[config.mk]
export PLATFORM = sky130hd
export DESIGN_NAME = icache_ctrl
export DESIGN_NICKNAME = d
export VERILOG_FILES = /design/src/rtl/icache_pkg.sv /design/src/rtl/icache_line_store.sv /design/src/rtl/icache_ctrl.sv
export SDC_FILE = /design/constraint.sdc
export NUM_CORES = 1
export LEC_CHECK = 0
export ABC_AREA = 1
export BUFFER_PORTS_ARGS = -buffer_cell sky130_fd_sc_hd__buf_2
export CORE_AREA = 8 8 262 264
export CTS_BUF_LIST = sky130_fd_sc_hd__clkbuf_4 sky130_fd_sc_hd__clkbuf_8
export DETAILED_ROUTE_END_ITERATION = 12
export DIE_AREA = 0 0 270 272
export HOLD_SLACK_MARGIN = 0.08
export PLACE_DENSITY = 0.53
export SLEW_MARGIN = 10
export SYNTH_ARGS = -nofsm -noshare
export SYNTH_HDL_FRONTEND = slang
export SYNTH_SLANG_ARGS = --single-unit
[constraint.sdc]
create_clock -name clk -period 3.45 [get_ports clk]
set_input_delay 0.345 -clock clk [delete_from_list [all_inputs] [get_ports clk]]
set_output_delay 0.345 -clock clk [all_outputs]
set_load 0.1 [all_outputs]
[src/rtl/icache_pkg.sv]
// -----------------------------------------------------------------------------
// icache_pkg
// Shared definitions for the direct-mapped instruction cache controller:
//   - default geometry (address/data widths, line size, line count)
//   - derived field widths (offset / index / tag)
//   - FSM state encoding (IDLE, FILL)
//   - helpers that split a word address into tag, index and offset
// -----------------------------------------------------------------------------
package icache_pkg;

   localparam int DEF_ADDR_W     = 6;
   localparam int DEF_DATA_W     = 32;
   localparam int DEF_LINE_WORDS = 4;
   localparam int DEF_NUM_LINES  = 4;

   localparam int DEF_OFF_W = $clog2(DEF_LINE_WORDS);
   localparam int DEF_IDX_W = $clog2(DEF_NUM_LINES);
   localparam int DEF_TAG_W = DEF_ADDR_W - DEF_IDX_W - DEF_OFF_W;

   typedef logic [0:0] state_t;
   localparam state_t ST_IDLE = 1'b0;
   localparam state_t ST_FILL = 1'b1;

   // Word offset inside a line: the low off_w bits.
   function automatic logic [31:0] addr_off(input logic [31:0] addr, input int off_w);
      return addr & ((32'd1 << off_w) - 32'd1);
   endfunction

   // Line index: idx_w bits directly above the offset.
   function automatic logic [31:0] addr_idx(input logic [31:0] addr, input int off_w,
                                            input int idx_w);
      return (addr >> off_w) & ((32'd1 << idx_w) - 32'd1);
   endfunction

   // Tag: everything above offset and index.
   function automatic logic [31:0] addr_tag(input logic [31:0] addr, input int off_w,
                                            input int idx_w);
      return addr >> (off_w + idx_w);
   endfunction

endpackage

[src/rtl/icache_line_store.sv]
// -----------------------------------------------------------------------------
// icache_line_store
// Data, tag and valid arrays of the direct-mapped instruction cache.
// Ports:
//   clk, rst                 clock, asynchronous active-high reset (valid only)
//   rd_idx, rd_off           asynchronous read address (line, word)
//   rd_valid, rd_tag, rd_data  read results for hit detection and fetch data
//   wr_en, wr_idx, wr_off, wr_data  one-word-per-cycle refill write port
//   tag_wr_en, tag_wr_idx, tag_wr_tag  tag update; also marks the line valid
//   inv_all                  clears every valid bit on the next edge
// Data and tag arrays are deliberately not reset; only valid bits are.
// -----------------------------------------------------------------------------
module icache_line_store #(
   parameter int DATA_W = 32,
   parameter int TAG_W  = 2,
   parameter int IDX_W  = 2,
   parameter int OFF_W  = 2
) (
   input  logic              clk,
   input  logic              rst,
   input  logic [IDX_W-1:0]  rd_idx,
   input  logic [OFF_W-1:0]  rd_off,
   output logic              rd_valid,
   output logic [TAG_W-1:0]  rd_tag,
   output logic [DATA_W-1:0] rd_data,
   input  logic              wr_en,
   input  logic [IDX_W-1:0]  wr_idx,
   input  logic [OFF_W-1:0]  wr_off,
   input  logic [DATA_W-1:0] wr_data,
   input  logic              tag_wr_en,
   input  logic [IDX_W-1:0]  tag_wr_idx,
   input  logic [TAG_W-1:0]  tag_wr_tag,
   input  logic              inv_all
);

   localparam int NL = 1 << IDX_W;
   localparam int LW = 1 << OFF_W;

   logic [NL-1:0][LW-1:0][DATA_W-1:0] data_q, data_d;
   logic [NL-1:0][TAG_W-1:0]          tag_q, tag_d;
   logic [NL-1:0]                     valid_q, valid_d;

   assign rd_valid = valid_q[rd_idx];
   assign rd_tag   = tag_q[rd_idx];
   assign rd_data  = data_q[rd_idx][rd_off];

   // Next-state of the data and tag arrays: single word / single tag write.
   always_comb begin
      data_d = data_q;
      tag_d  = tag_q;
      if (wr_en) begin
         data_d[wr_idx][wr_off] = wr_data;
      end else begin
         data_d = data_q;
      end
      if (tag_wr_en) begin
         tag_d[tag_wr_idx] = tag_wr_tag;
      end else begin
         tag_d = tag_q;
      end
   end

   // Next-state of valid bits: global invalidate wins over a line validate.
   always_comb begin
      valid_d = valid_q;
      if (inv_all) begin
         valid_d = {NL{1'b0}};
      end else if (tag_wr_en) begin
         valid_d[tag_wr_idx] = 1'b1;
      end else begin
         valid_d = valid_q;
      end
   end

   // Storage arrays without reset.
   always_ff @(posedge clk) begin
      data_q <= data_d;
      tag_q  <= tag_d;
   end

   // Valid bits with asynchronous reset.
   always_ff @(posedge clk or posedge rst) begin
      if (rst) begin
         valid_q <= {NL{1'b0}};
      end else begin
         valid_q <= valid_d;
      end
   end

endmodule

[src/rtl/icache_ctrl.sv]
// -----------------------------------------------------------------------------
// icache_ctrl
// Direct-mapped, read-only instruction cache between the fetch port and an
// asynchronous-read instruction ROM. Hits are served combinationally; a miss
// stalls while the FSM refills the whole line, one word per cycle.
// Ports:
//   clk, rst            clock, asynchronous active-high reset
//   cpu_req, cpu_addr   fetch request and word address
//   cpu_rdata           instruction (0 unless cpu_ready)
//   cpu_ready           hit, data valid this cycle
//   cpu_stall           cpu_req & ~cpu_ready
//   flush               invalidate all lines, abort an in-progress fill
//   mem_addr, mem_rdata instruction memory address / data
//   mem_en              refill read active
//   hit_cnt, miss_cnt   saturating statistics counters
// Build option: ICACHE_STATS_EN enables the counters; otherwise they read 0.
// -----------------------------------------------------------------------------
module icache_ctrl
   import icache_pkg::*;
#(
   parameter int ADDR_W     = DEF_ADDR_W,
   parameter int DATA_W     = DEF_DATA_W,
   parameter int LINE_WORDS = DEF_LINE_WORDS,
   parameter int NUM_LINES  = DEF_NUM_LINES
) (
   input  logic              clk,
   input  logic              rst,
   input  logic              cpu_req,
   input  logic [ADDR_W-1:0] cpu_addr,
   output logic [DATA_W-1:0] cpu_rdata,
   output logic              cpu_ready,
   output logic              cpu_stall,
   input  logic              flush,
   output logic [ADDR_W-1:0] mem_addr,
   input  logic [DATA_W-1:0] mem_rdata,
   output logic              mem_en,
   output logic [15:0]       hit_cnt,
   output logic [15:0]       miss_cnt
);

   localparam int OFF_W = $clog2(LINE_WORDS);
   localparam int IDX_W = $clog2(NUM_LINES);
   localparam int TAG_W = ADDR_W - IDX_W - OFF_W;
   localparam logic [OFF_W-1:0] CNT_ONE  = OFF_W'(1);
   localparam logic [OFF_W-1:0] CNT_LAST = OFF_W'(LINE_WORDS - 1);

   state_t            state_q, state_d;
   logic [OFF_W-1:0]  cnt_q, cnt_d;
   logic [TAG_W-1:0]  fill_tag_q, fill_tag_d;
   logic [IDX_W-1:0]  fill_idx_q, fill_idx_d;

   logic [OFF_W-1:0]  addr_off_s;
   logic [IDX_W-1:0]  addr_idx_s;
   logic [TAG_W-1:0]  addr_tag_s;
   logic              rd_valid_s;
   logic [TAG_W-1:0]  rd_tag_s;
   logic [DATA_W-1:0] rd_data_s;
   logic              hit_s;
   logic              start_fill_s;
   logic              wr_en_s;
   logic              tag_wr_en_s;

   assign addr_off_s = OFF_W'(addr_off(32'(cpu_addr), OFF_W));
   assign addr_idx_s = IDX_W'(addr_idx(32'(cpu_addr), OFF_W, IDX_W));
   assign addr_tag_s = TAG_W'(addr_tag(32'(cpu_addr), OFF_W, IDX_W));

   icache_line_store #(
      .DATA_W (DATA_W),
      .TAG_W  (TAG_W),
      .IDX_W  (IDX_W),
      .OFF_W  (OFF_W)
   ) u_store (
      .clk        (clk),
      .rst        (rst),
      .rd_idx     (addr_idx_s),
      .rd_off     (addr_off_s),
      .rd_valid   (rd_valid_s),
      .rd_tag     (rd_tag_s),
      .rd_data    (rd_data_s),
      .wr_en      (wr_en_s),
      .wr_idx     (fill_idx_q),
      .wr_off     (cnt_q),
      .wr_data    (mem_rdata),
      .tag_wr_en  (tag_wr_en_s),
      .tag_wr_idx (fill_idx_q),
      .tag_wr_tag (fill_tag_q),
      .inv_all    (flush)
   );

   // Hit detection and fetch-side outputs; no hit-under-miss while filling.
   always_comb begin
      hit_s = (state_q == ST_IDLE) && cpu_req && rd_valid_s && (rd_tag_s == addr_tag_s);
      cpu_ready = hit_s;
      cpu_stall = cpu_req && !hit_s;
      if (hit_s) begin
         cpu_rdata = rd_data_s;
      end else begin
         cpu_rdata = {DATA_W{1'b0}};
      end
   end

   // Refill FSM: flush beats both a new miss and an in-progress fill.
   always_comb begin
      state_d      = state_q;
      cnt_d        = cnt_q;
      fill_tag_d   = fill_tag_q;
      fill_idx_d   = fill_idx_q;
      start_fill_s = 1'b0;
      wr_en_s      = 1'b0;
      tag_wr_en_s  = 1'b0;
      mem_en       = 1'b0;
      mem_addr     = {ADDR_W{1'b0}};
      case (state_q)
         ST_IDLE: begin
            if (cpu_req && !hit_s && !flush) begin
               start_fill_s = 1'b1;
               fill_tag_d   = addr_tag_s;
               fill_idx_d   = addr_idx_s;
               cnt_d        = {OFF_W{1'b0}};
               state_d      = ST_FILL;
            end else begin
               state_d = ST_IDLE;
            end
         end
         ST_FILL: begin
            mem_en   = 1'b1;
            mem_addr = {fill_tag_q, fill_idx_q, cnt_q};
            if (flush) begin
               cnt_d   = {OFF_W{1'b0}};
               state_d = ST_IDLE;
            end else begin
               wr_en_s = 1'b1;
               cnt_d   = cnt_q + CNT_ONE;
               if (cnt_q == CNT_LAST) begin
                  tag_wr_en_s = 1'b1;
                  state_d     = ST_IDLE;
               end else begin
                  state_d = ST_FILL;
               end
            end
         end
         default: begin
            cnt_d   = {OFF_W{1'b0}};
            state_d = ST_IDLE;
         end
      endcase
   end

   // FSM and fill-address registers.
   always_ff @(posedge clk or posedge rst) begin
      if (rst) begin
         state_q    <= ST_IDLE;
         cnt_q      <= {OFF_W{1'b0}};
         fill_tag_q <= {TAG_W{1'b0}};
         fill_idx_q <= {IDX_W{1'b0}};
      end else begin
         state_q    <= state_d;
         cnt_q      <= cnt_d;
         fill_tag_q <= fill_tag_d;
         fill_idx_q <= fill_idx_d;
      end
   end

`ifdef ICACHE_STATS_EN
   logic [15:0] hit_cnt_q, hit_cnt_d;
   logic [15:0] miss_cnt_q, miss_cnt_d;

   // Saturating hit/miss counters; flush does not touch them.
   always_comb begin
      if (hit_s && (hit_cnt_q != 16'hFFFF)) begin
         hit_cnt_d = hit_cnt_q + 16'd1;
      end else begin
         hit_cnt_d = hit_cnt_q;
      end
      if (start_fill_s && (miss_cnt_q != 16'hFFFF)) begin
         miss_cnt_d = miss_cnt_q + 16'd1;
      end else begin
         miss_cnt_d = miss_cnt_q;
      end
   end

   // Counter registers.
   always_ff @(posedge clk or posedge rst) begin
      if (rst) begin
         hit_cnt_q  <= 16'd0;
         miss_cnt_q <= 16'd0;
      end else begin
         hit_cnt_q  <= hit_cnt_d;
         miss_cnt_q <= miss_cnt_d;
      end
   end

   assign hit_cnt  = hit_cnt_q;
   assign miss_cnt = miss_cnt_q;
`else
   assign hit_cnt  = 16'd0;
   assign miss_cnt = 16'd0;
`endif

endmodule

==> results.cfg, run 1 <==
[sta]
tightest_slew_ns = 0.891
min_period_ns = 3.15
rsz0062_at_grt = no
hold_violations = 0
fmax_mhz = 317
finalCritPeriodShare_pct = 91.4
setup_viol = 0
finClkSkew_ns = 0.0414
drv_slew = 0
slew_headroom_pct = 40.6

[cts]
path_clk_slew_ns = 0.06
clk_latency_ns = 0.67
h-tree-depth = 3
clock_path_buffers = 3
root_buffer = clkbuf_8
cts.sinks = 531
cts_buffers = 85
cts_tree = built
post_cts_buffers = 0

[yosys]
yosysTopAreaCell = edfxtp_1
syn_inst = 1784
synth-main-ff-cell = edfxtp_1
synth_area_leaders = edfxtp_1, nand2_1, nand3_1
ys_async_sr_fraction_pct = 2.07
synth_edf_count = 520
synth_most_common_cell = nand2_1
synth.distinct_cells = 25
synth.top_cell.area_share_pct = 72.2
ys_seq_area_share_pct = 73.5
ys_top_cells_by_count = nand2_1, edfxtp_1, nand3_1, buf_2, a21oi_1
ys_ff_latch = 531
synth_area_per_cell_um2 = 12.1
ys_warn_count = 0
synth_area_um2 = 21600

[grt]
grt_pass1_wl_mm = 87.1
grt_pass1_vias = 13700
overflow = 0
track_usage_pct = 15.4
antenna_found_initial = 1
grt_max_degree = 107

[worst_setup_path]
cp_max_fo = 27
worstPathArrival_ns = 2.81
worstPathRequired_ns = 3.11
critical_path_class = register to output pin
start_kind = register
worstSetupEndpointType = output pin

[power_and_ir_drop]
p_leak_nw = 9.07
p_per_area_nw_per_um2 = 525
irDropWorstVdd_v = 0.000242
power_mw = 13.5

[place]
io_buffers = 82
placed_cell_area_um2 = 23700
place_congestion = 0.751
hpwl_mm = 31.8

[die]
die_x_um = 270
start_util_pct = 33.4
dieArea_um2 = 73400
ios = 115
die_y_um = 272
core-area_um2 = 64800
num_rows = 94

[drt]
viasPerCell = 4.89
drc = 0
vias = 13900
dr.pass1.iters = 5
routedWlPerCell_um = 20.3
ant_nets = 0
drt-initial-drc-count = 1161
drt-total-wl_mm = 57.9

[layout]
fillers = 6078
fin_util_pct = 39.5
nNetsFinal = 1965
num_antenna_cells = 0
stdcell_area_um2 = 25600
drive_gt1_share_pct = 15.1
areaGrowthSynthToFinish_pct = 18.6

[flow_run]
maxCapViolCount = 0

[hold_path]
holdCritPathClass = input port to register

[outcome]
status = finished, final reports clean
## layout make-up
class | count | area, um^2 | area share [%]
Clock buffer | 104 | 1320 | 5.15
Clock inverter | 46 | 240 | 0.937
Inverter | 23 | 96.3 | 0.376
Multi-Input combinational cell | 1120 | 5150 | 20.1
Sequential cell | 531 | 15900 | 62.0
Tap cell | 864 | 1080 | 4.22
Timing Repair Buffer | 158 | 1850 | 7.20
## per-stage QoR
| stage | std cells | hold WS [ns] | TNS, ns | setup WS (ns) |
|---|---|---|---|---|
| after floorplan | 1815 | 0.197 | -3.07 | -0.512 |
| after global placement | 2659 | 0.376 | 0 | 0.554 |
| after detailed placement | 2659 | 0.380 | 0 | 0.543 |
| after CTS | 2846 | 0.106 | 0 | 0.166 |
| after global routing | 2846 | 0.165 | 0 | 0.0478 |
| final | 2846 | 0.154 | 0 | 0.298 |
## kinds of logic (layout without fill, tap and decap cells)
kind of cell             after synthesis  count (layout)  synth area share (%)
AND/OR/NAND/NOR                      976             976                  19.5
adder cells (fa/ha/maj)                4               4                 0.232
flip-flops                           531             531                  73.5
other                                  1              32                0.0173
buffers and inverters                164             331                  3.84
AO/OA/AOI/OAI                        108             108                  2.87
## timing repair
action / CTS / global route
endpoints found under the setup margin: 0 / 0
hold buffers: 37 / 0
gates resized for setup: 0 / 0
endpoints found under the hold margin: 524 / 0
## state kept, by name, summed over array words and instances (netlist names)
signal and cells:
u_store.tag_q 8, u_store.valid_q 4, fill_tag_q 2, fill_idx_q 2
cnt_q 2, u_store.data_q 512, state_q 1
## report_power, final
| group | internal, mW | leakage (nW) | total, mW | switching (mW) |
|---|---|---|---|---|
| sequential | 7.19 | 4.82 | 7.23 | 0.0452 |
| clock | 2.60 | 0.830 | 5.02 | 2.43 |
| combinational | 0.273 | 3.42 | 1.20 | 0.932 |
| total | 10.1 | 9.07 | 13.5 | 3.40 |
## path summary, 6_finish.rpt
check	from	to	slack, ns	cells past startpoint
setup / recovery	state_q	cpu_rdata[31]	0.30	8
max in group asynchronous	rst	fill_tag_q[0]	2.86	3
hold / removal	cpu_addr[2]	fill_idx_q[0]	0.15	3
setup reg to reg	state_q	u_store.data_q[30]	0.80	5
min in group asynchronous	rst	u_store.valid_q[0]	0.26	3
hold reg to reg	u_store.valid_q[0]	u_store.valid_q[0]	0.50	2
## worst max-delay path, stage by stage (launching register included)
cell and delay (ns):
dfrtp_1 0.51, nor2_1 0.20, nand2_1 0.07, nor2_1 0.11, nand2_1 0.13, inv_2 0.09
nand2_4 0.34, nor3_1 0.49, buf_12 0.23
## layout by cell type, fill, tap and decap left out, drive strengths merged, types with 6 or more instances in the layout
cell	instances
clkbuf	105
clkinv	41
a31oi	46
a32oi	6
dlygate4sd3	37
dfrtp	11
a21oi	49
conb	32
o21ai	7
inv	25
edfxtp	520
nand2	603
buf	120
nand3	308
nor3	26
nor2	34
## layer usage
| metal | wire length, um | part of all wire, % | up-vias | global-route usage [%] |
|---|---|---|---|---|
| li1 | - | - | 6552 | - |
| met1 | 25300 | 44 | 6857 | 20.3 |
| met2 | 28200 | 49 | 424 | 25.7 |
| met3 | 3130 | 5.4 | 68 | 2.73 |
| met4 | 1220 | 2.1 | 2 | 5.08 |
| met5 | 12 | 0.021 | - | 0 |
(Power assumes the default switching activity.)
==> run 2: changes to the inputs <==
ABC_AREA = 0   (was 1)
CORE_AREA = 8 8 258 260   (was 8 8 262 264)
DIE_AREA = 0 0 266 268   (was 0 0 270 272)
PLACE_DENSITY = 0.55   (was 0.53)
clock period = 2.9 ns   (was 3.45 ns; I/O delays follow)
==> results.cfg, run 2 <==
[layout]
largestRegisters = u_store.data_q: 512 flops, u_store.tag_q: 8 flops, u_store.valid_q: 4 flops
largest_reg_flops = 512
mostFrequentLayoutCells = edfxtp_1, mux4_2, clkbuf_8
max_flop_register = u_store.data_q
fillers = 5489
final_common_cell = edfxtp_1
areaGrowthSynthToFinish_pct = 22.6
drive_gt1_share_pct = 40.2
fin_util_pct = 41.2
nNetsFinal = 1162

[drt]
viasPerCell = 4.87
drc = 0
dr.pass1.iters = 5
drt-initial-drc-count = 870
drt-total-wl_mm = 48.9
ant_nets = 0
vias = 9882
routedWlPerCell_um = 24.1

[worst_setup_path]
cp_max_fo = 6
worstSetupEndpointType = output pin
critPathBufInv = 3
worstPathArrival_ns = 2.60
critical_path_class = register to output pin
cp_top_family = buffers and inverters
critPathSlowestCell = mux4_2
slowest_delay_ns = 0.50
crit_chain = mux4_2 > xnor2_2 > nand4_4 > buf_12 > buf_16 > nor2b_4 > buf_12
worstPathRequired_ns = 2.61
start_kind = register
cpMostUsedCell = buf_12

[grt]
grt_pass1_wl_mm = 71.1
grt_max_degree = 40
antenna_found_initial = 3
overflow = 0
grt_pass1_vias = 10600
track_usage_pct = 13.7

[yosys]
synth_area_per_cell_um2 = 23.3
ys_async_sr_fraction_pct = 2.07
ys_warn_count = 0
synth-main-ff-cell = edfxtp_1
synth.top_cell.area_share_pct = 74.5
synth_area_leaders = edfxtp_1, mux4_2, mux4_1
synth_edf_count = 520
ys_top_cells_by_count = edfxtp_1, mux4_2, buf_4, nor2_1, nor2b_1
yosysTopAreaCell = edfxtp_1
synth_most_common_cell = edfxtp_1
ys_ff_latch = 531
ys_seq_area_share_pct = 75.8
synth.distinct_cells = 40
synth_area_um2 = 21000
syn_inst = 901

[die]
start_util_pct = 33.6
die_y_um = 268
num_rows = 92
die_x_um = 266
core-area_um2 = 62400
dieArea_um2 = 71300
ios = 115

[flow_run]
maxCapViolCount = 0

[cts]
clock_path_buffers = 3
h-tree-depth = 3
cts_buffers = 86
root_buffer = clkbuf_8
cts.sinks = 531
path_clk_slew_ns = 0.06
cts_tree = built
clk_latency_ns = 0.64

[hold_path]
holdCritPathClass = input port to asynchronous set/reset pin

[sta]
min_period_ns = 2.89
setup_viol = 0
tightest_slew_ns = 0.613
hold_violations = 0
fin_setup_tns_ns = 0
rsz0062_at_grt = yes
finalCritPeriodShare_pct = 99.7
fmax_mhz = 346
slew_headroom_pct = 59.2
finClkSkew_ns = 0.0202
drv_slew = 0

[power_and_ir_drop]
switching_share_pct = 23.5
p_per_area_nw_per_um2 = 638
p_leak_nw = 8.35
seqPwrFrac_pct = 53.4
p_int_mw = 12.5
p_comb_share_pct = 8.5
irDropWorstVdd_v = 0.000397
p_clk_share_pct = 38.1
power_mw = 16.4
p_sw_mw = 3.86

[place]
place_congestion = 0.734
io_buffers = 82
hpwl_mm = 24.3

[outcome]
status = finished, final reports clean
==> run 2: changes by cell type after synthesis, sizes merged, moves of 45 or more <==
cell   before  now
nand2     603   16
nand3     308    3
mux4        0  163
buf       104   55
a21oi      49    1
a31oi      46    1
==> run 2: worst paths after layout <==
check | slack (ns) | startpoint | cells after the start | end
min | 0.21 | rst | 3 | u_store.valid_q[2]
min reg2reg | 0.57 | u_store.valid_q[2] | 2 | u_store.valid_q[2]
max | 0.01 | u_store.tag_q[4] | 7 | cpu_rdata[31]
max in group asynchronous | 2.36 | rst | 3 | cnt_q[1]
max reg2reg | 0.56 | u_store.tag_q[6] | 7 | fill_tag_q[1]
min in group clk | 0.21 | cpu_addr[3] | 4 | fill_idx_q[1]
==> run 2: repair_timing <==
action                     4_1_cts  5_1_grt
hold endpoints to repair       534        0
setup buffers                    4        1
hold buffers                    39        0
gates resized for setup         26        9
pin swaps                        3        3
setup endpoints to repair       32       34
cloned                           4        0
==> run 2: power by group through the flow <==
stage | Combinational, mW | Clock (mW) | Sequential (mW)
final | 1.40 | 6.25 | 8.75
after global routing | 1.49 | 6.74 | 8.76
after CTS | 1.41 | 6.41 | 8.75
after detailed placement | 1.34 | 0 | 8.91
after global placement | 1.33 | 0 | 8.90
after floorplan | 0.964 | 0 | 8.85
==> run 2: area by class of cell <==
class                   instances  area, um^2  share of cell area [%]
well taps                     846        1060                    4.12
diodes                          2        5.00                  0.0195
multi-input cells             320        4970                    19.3
repair buffers                171        2090                    8.14
clock inverters                27         153                   0.594
flip-flops and latches        531       15900                    61.8
clock buffers                 128        1510                    5.86
inverters                       6        22.5                  0.0876
==> run 2: cell families (layout without fill, tap and decap cells) <==
kind of cell	count (synthesis)	after routing	share of synthesized area, %
mux	163	163	17.7
buf+inv	81	332	2.62
simple gates	106	106	2.95
other cells	1	34	0.0179
xor+xnor	2	2	0.173
fa+ha+maj	4	4	0.239
compound gates	13	13	0.466
flops	531	531	75.8
==> run 2: per-layer routing <==
layer  track usage [%]  up-vias  wire length, um
met3              2.51       68             2640
met2              22.5      299            24000
met5                 0        -               13
li1                  -     4189                -
met4              4.39        2              895
met1              18.3     5324            21300
==> run 2: worst min-delay path, stage by stage <==
cell and delay (ns):
dlygate4sd3_1 0.53, buf_2 0.12, inv_1 0.36
==> run 2: through the flow <==
step	area, um^2	setup slack [ns]	cells	hold WS, ns
after floorplan	21200	-0.433	932	0.142
after global placement	23300	0.287	1826	0.324
after detailed placement	23300	0.278	1826	0.333
after CTS	25600	-0.0894	2028	0.169
after global routing	25700	-0.0934	2030	0.217
final	25700	0.00966	2031	0.206
